<file path="src/rtl/keypad_key_capture.sv">
// Key capture stage behind the keypad scanner: synchronizes the decoded key,
// debounces press and release, and keeps a two-digit (current, previous) history.
module keypad_key_capture #(
  parameter  int DEBOUNCE_CYCLES = 50000,
  localparam int CNT_W           = $clog2(DEBOUNCE_CYCLES + 1)
) (
  input  logic       clk,
  input  logic       reset,
  input  logic [3:0] keyInput,
  input  logic       keyInputValid,
  output logic [3:0] curDigit,
  output logic [3:0] prevDigit,
  output logic       newKey,
  output logic       keyHeld
);

  typedef enum logic [1:0] {
    ST_IDLE        = 2'd0,
    ST_DEB_PRESS   = 2'd1,
    ST_HELD        = 2'd2,
    ST_DEB_RELEASE = 2'd3
  } state_t;

  localparam logic [CNT_W-1:0] CNT_ZERO = CNT_W'(32'd0);
  localparam logic [CNT_W-1:0] CNT_ONE  = CNT_W'(32'd1);
  localparam logic [CNT_W-1:0] CNT_MAX  = CNT_W'(DEBOUNCE_CYCLES - 1);

  logic [4:0]       sync_meta_q, sync_meta_d;
  logic [4:0]       sync_out_q, sync_out_d;
  state_t           state_q, state_d;
  logic [3:0]       cand_key_q, cand_key_d;
  logic [CNT_W-1:0] cnt_q, cnt_d;
  logic [3:0]       cur_digit_q, cur_digit_d;
  logic [3:0]       prev_digit_q, prev_digit_d;
  logic             new_key_q, new_key_d;
  logic             key_held_q, key_held_d;

  logic             sync_valid;
  logic [3:0]       sync_key;

  // Two-flop synchronizer; multi-bit skew is harmless because acceptance needs stability.
  always_comb begin
    sync_meta_d = {keyInputValid, keyInput};
    sync_out_d  = sync_meta_q;
  end

  assign sync_valid = sync_out_q[4];
  assign sync_key   = sync_out_q[3:0];

  // Debounce FSM: next state, counter, digit history and output pulses.
  always_comb begin
    state_d      = state_q;
    cand_key_d   = cand_key_q;
    cnt_d        = cnt_q;
    cur_digit_d  = cur_digit_q;
    prev_digit_d = prev_digit_q;
    new_key_d    = 1'b0;

    case (state_q)
      ST_IDLE: begin
        if (sync_valid) begin
          cand_key_d = sync_key;
          cnt_d      = CNT_ZERO;
          state_d    = ST_DEB_PRESS;
        end else begin
          cnt_d      = CNT_ZERO;
        end
      end

      ST_DEB_PRESS: begin
        if (!sync_valid || (sync_key != cand_key_q)) begin
          cnt_d   = CNT_ZERO;
          state_d = ST_IDLE;
        end else if (cnt_q == CNT_MAX) begin
          cnt_d        = CNT_ZERO;
          prev_digit_d = cur_digit_q;
          cur_digit_d  = cand_key_q;
          new_key_d    = 1'b1;
          state_d      = ST_HELD;
        end else begin
          cnt_d = cnt_q + CNT_ONE;
        end
      end

      // A different valid key here is a roll-over and is deliberately ignored.
      ST_HELD: begin
        if (!sync_valid) begin
          cnt_d   = CNT_ZERO;
          state_d = ST_DEB_RELEASE;
        end else begin
          state_d = ST_HELD;
        end
      end

      ST_DEB_RELEASE: begin
        if (sync_valid) begin
          cnt_d   = CNT_ZERO;
          state_d = ST_HELD;
        end else if (cnt_q == CNT_MAX) begin
          cnt_d   = CNT_ZERO;
          state_d = ST_IDLE;
        end else begin
          cnt_d = cnt_q + CNT_ONE;
        end
      end

      default: begin
        cnt_d   = CNT_ZERO;
        state_d = ST_IDLE;
      end
    endcase

    key_held_d = (state_d == ST_HELD) || (state_d == ST_DEB_RELEASE);
  end

  // State and output registers with synchronous reset.
  always_ff @(posedge clk) begin
    if (reset) begin
      sync_meta_q  <= 5'd0;
      sync_out_q   <= 5'd0;
      state_q      <= ST_IDLE;
      cand_key_q   <= 4'd0;
      cnt_q        <= CNT_ZERO;
      cur_digit_q  <= 4'd0;
      prev_digit_q <= 4'd0;
      new_key_q    <= 1'b0;
      key_held_q   <= 1'b0;
    end else begin
      sync_meta_q  <= sync_meta_d;
      sync_out_q   <= sync_out_d;
      state_q      <= state_d;
      cand_key_q   <= cand_key_d;
      cnt_q        <= cnt_d;
      cur_digit_q  <= cur_digit_d;
      prev_digit_q <= prev_digit_d;
      new_key_q    <= new_key_d;
      key_held_q   <= key_held_d;
    end
  end

  assign curDigit  = cur_digit_q;
  assign prevDigit = prev_digit_q;
  assign newKey    = new_key_q;
  assign keyHeld   = key_held_q;

endmodule

</file>
<file path="config.mk">
export PLATFORM = sky130hd
export DESIGN_NAME = keypad_key_capture
export DESIGN_NICKNAME = d
export VERILOG_FILES = /design/src/rtl/keypad_key_capture.sv
export SDC_FILE = /design/constraint.sdc
export NUM_CORES = 1
export LEC_CHECK = 0
export BUFFER_PORTS_ARGS = -buffer_cell sky130_fd_sc_hd__buf_4
export CAP_MARGIN = 15
export CORE_UTILIZATION = 57
export CTS_CLUSTER_DIAMETER = 200
export DETAILED_ROUTE_END_ITERATION = 12
export GPL_ROUTABILITY_DRIVEN = 0
export PLACE_DENSITY = 0.87
export SLEW_MARGIN = 20
export SYNTH_ARGS = -nofsm -noshare
export SYNTH_HDL_FRONTEND = slang
export SYNTH_SLANG_ARGS = --single-unit
</file>
<file path="constraint.sdc">
create_clock -name clk -period 2.4 [get_ports clk]
set_input_delay 0.48 -clock clk [delete_from_list [all_inputs] [get_ports clk]]
set_output_delay 0.48 -clock clk [all_outputs]
set_load 0.005 [all_outputs]
</file>
==> run summary <==
The total design power is 1.08 mW. The layout overhead on the synthesized area came out at 9.77%. The maximum clock frequency is 479 MHz. The final cycle utilization of the critical path came out at 0.870. The mean area per synthesized cell came out at 9.50 sq um.

The count of warnings emitted by yosys is 0. The number of filler cells placed in the layout came out at 234. After detailed placement, the total cell area comes to 1930 sq um.

For this design the static power due to leakage is 0.782 nW. Setup violations remaining at the end of the flow were counted as 0. The synthesized netlist cell count is 190. The critical path arrival is 2330 ps.

Tracing the worst setup path back leads to its startpoint at cnt_q[0]. At the end of the flow the core is filled with cells to 0.655. Setup repair after global routing left no endpoint under its margin. The synthesized netlist occupies a cell area of 1810 sq um.

The length of the first detailed-routing pass in iterations is 4. The distinct cell type count of the synthesized netlist came out at 41. Buffers added to address setup during post-CTS repair amount to 0. The total wirelength of the detailed-routed design is 3.05 mm. The number of buffers created by CTS came out at 5. The antenna diode count came out at 0.

The library cell used most frequently in the layout, excluding fill and tap cells, is dfxtp_1. STA classifies the critical path startpoint as a register. The async set or reset register ratio after synthesis is 0. Measured against its own limit, the worst slew margin works out to 0.579.

The primary flip-flop cell chosen by synthesis mapping is dfxtp_1. The areal power density over the cells is 547 nW/um^2. The deepest clock path buffer count came out at 2. Of the synthesized area, sequential elements account for 0.466.

The initial antenna violation count came out at 0. The standard-cell row count is 20. The maximum number of pins on one net before global-route repair came out at 31. The fraction of layout cells with a size suffix above 1 is 0.150. The wire length per cell is 12.2 um. The total congestion overflow after global routing is 0. The count of cells resized by post-cts repair is 0.

TritonCTS built the clock tree. The class of the tightest hold or removal check is input port to register. The post-CTS clock slew at the launch and capture registers of the worst setup and hold paths is 120 ps. The region available for standard cell placement spans 3030 sq um. The run finished with clean final reports. The top-level port count is 17. For the worst setup path, the data required time is 2640 ps. The maximum fanout along the worst path is 10. The count of flip-flops with a built-in enable after synthesis is 0. Counting flops and latches in the post-synthesis netlist gives 42. In this run the critical register-to-register path is launched from cnt_q[0]. For this run, the post-layout net count is 213. In the final timing run, aggregate negative setup slack is 0 ps. Across the run, the number of max-cap violations was 0. The start-to-end type of the worst setup path is register to register. The DRC violations left is 0. The number of placed instances, taps included, is 242.

The clock latency on the worst-skew pair is 340 ps. The total nets after synthesis is 198. The half-perimeter wire length after detailed placement is 2.09 mm. The critical hold path startpoint is keyInputValid.

The die width is 58.3 um. The worst vdd rail ir drop is 0.477 mV. The average via count per standard cell is 5.38. The clock tree root driver cell is clkbuf_4. The hold buffer count at CTS is 0. The initial utilization of the core area, before any placement, comes to 0.596. The capturing element type of the critical path is a register. The total number of clock tree sinks came out at 42. The H-tree was split into 2 levels. In the layout the commonest cells are 42 x dfxtp_1, 27 x nor2_1, 16 x buf_4. Between clock sinks in the finished design, the worst skew comes to 10.4 ps. The minimum clock period is 2090 ps. The floorplan die height is 58.3 um.

The max-slew violation count came out at 0. The via count of the first global-routing pass came to 1184. The antenna violation net count after detailed routing is 0. For this block, the via count after detailed routing is 1344.

The DRC violation total after the first TritonRoute iteration is 71. The number of hold violations in the final report came to 0. The total routing resource utilization after global routing is 0.199.

The area of all placed cells without fillers is 1980 sq um. The number of port buffers came out at 16. The pin slew with the least headroom to its limit is 626 ps.

The global-route wire length before repair is 5.04 mm. Leaving out filler cells and counting taps, the final layout contains 250. The die covers 3400 sq um.
sequential cells by signal (all words and copies together), names as in the netlist:
name         cells
sync_meta_q      5
prevDigit        4
newKey           1
state_q          2
sync_out_q       5
cand_key_q       4
curDigit         4
cnt_q           16
keyHeld          1
synthesized netlist by cell type, types with 2 or more instances:
| library cell | instances | area (sq um) |
|---|---|---|
| dfxtp_1 | 42 | 841 |
| xor2_1 | 11 | 96.3 |
| nor2_1 | 27 | 101 |
| xnor2_1 | 2 | 17.5 |
| nand3_1 | 8 | 40.0 |
| a21oi_1 | 6 | 30.0 |
| buf_1 | 2 | 7.51 |
| nor3b_1 | 2 | 15.0 |
| nor4b_1 | 2 | 17.5 |
| o21ai_0 | 2 | 10.0 |
| and2_1 | 2 | 12.5 |
| a22oi_1 | 2 | 15.0 |
| nor4bb_1 | 2 | 20.0 |
| buf_6 | 2 | 22.5 |
| a31oi_1 | 4 | 25.0 |
| and3_1 | 4 | 25.0 |
| nand2_1 | 13 | 48.8 |
| nor2b_1 | 13 | 81.3 |
| nor3_2 | 2 | 20.0 |
| inv_1 | 3 | 11.3 |
| mux2i_1 | 13 | 130 |
| nand4_1 | 5 | 31.3 |
| nor3b_2 | 2 | 25.0 |
| buf_4 | 2 | 15.0 |
layer usage:
layer | track usage | wire (um)
met4 | 0.0748 | 19
met1 | 0.258 | 1550
met2 | 0.300 | 1370
met3 | 0.0781 | 116
met5 | 0 | 0
per-stage QoR:
| step | worst slack [ps] | hold slack [ps] |
|---|---|---|
| 2_1_floorplan | 750 | 414 |
| 3_3_place_gp | 448 | 417 |
| 3_5_place_dp | 344 | 422 |
| 4_1_cts | 317 | 330 |
| 5_1_grt | 187 | 322 |
| 6_report | 312 | 336 |
kinds of logic after synthesis:
group,synth area share
and+or+nand+nor,0.286
DFF,0.466
AOI/OAI and AO/OA,0.0707
xor gates and xnor gates,0.0631
muxes,0.0721
buffers and inverters,0.0360
adders and majority gates,0.00693
power breakdown:
group	internal, mW	switching, mW	leakage (nW)
combinational	0.0175	0.0189	0.410
sequential	0.706	0.00534	0.340
clock	0.115	0.221	0.0322
worst max-delay path, cell delays in order, from the launching register on:
cell and delay (ps):
dfxtp_1 430, ha_1 210, and3_1 260, and4_1 350
nand4_2 390, mux2i_1 280, nor2_1 60
final cells by class:
type	count	area [sq um]	area share
multi-input combinational	137	900	0.454
sequential	42	841	0.424
timing repair buffer	16	120	0.0606
tap	44	55.1	0.0278
clock buffer	6	41.3	0.0208
clock inverter	2	13.8	0.00694
inverter	3	11.3	0.00568
path summary, 6_finish.rpt:
| kind | end | slack (ps) | cells after the start |
|---|---|---|---|
| min | sync_meta_q[4] | 340 | 2 |
| max | curDigit[2] | 310 | 6 |
| max reg2reg | curDigit[2] | 310 | 6 |
| min reg2reg | sync_out_q[2] | 450 | 1 |
(Power assumes the default switching activity.)
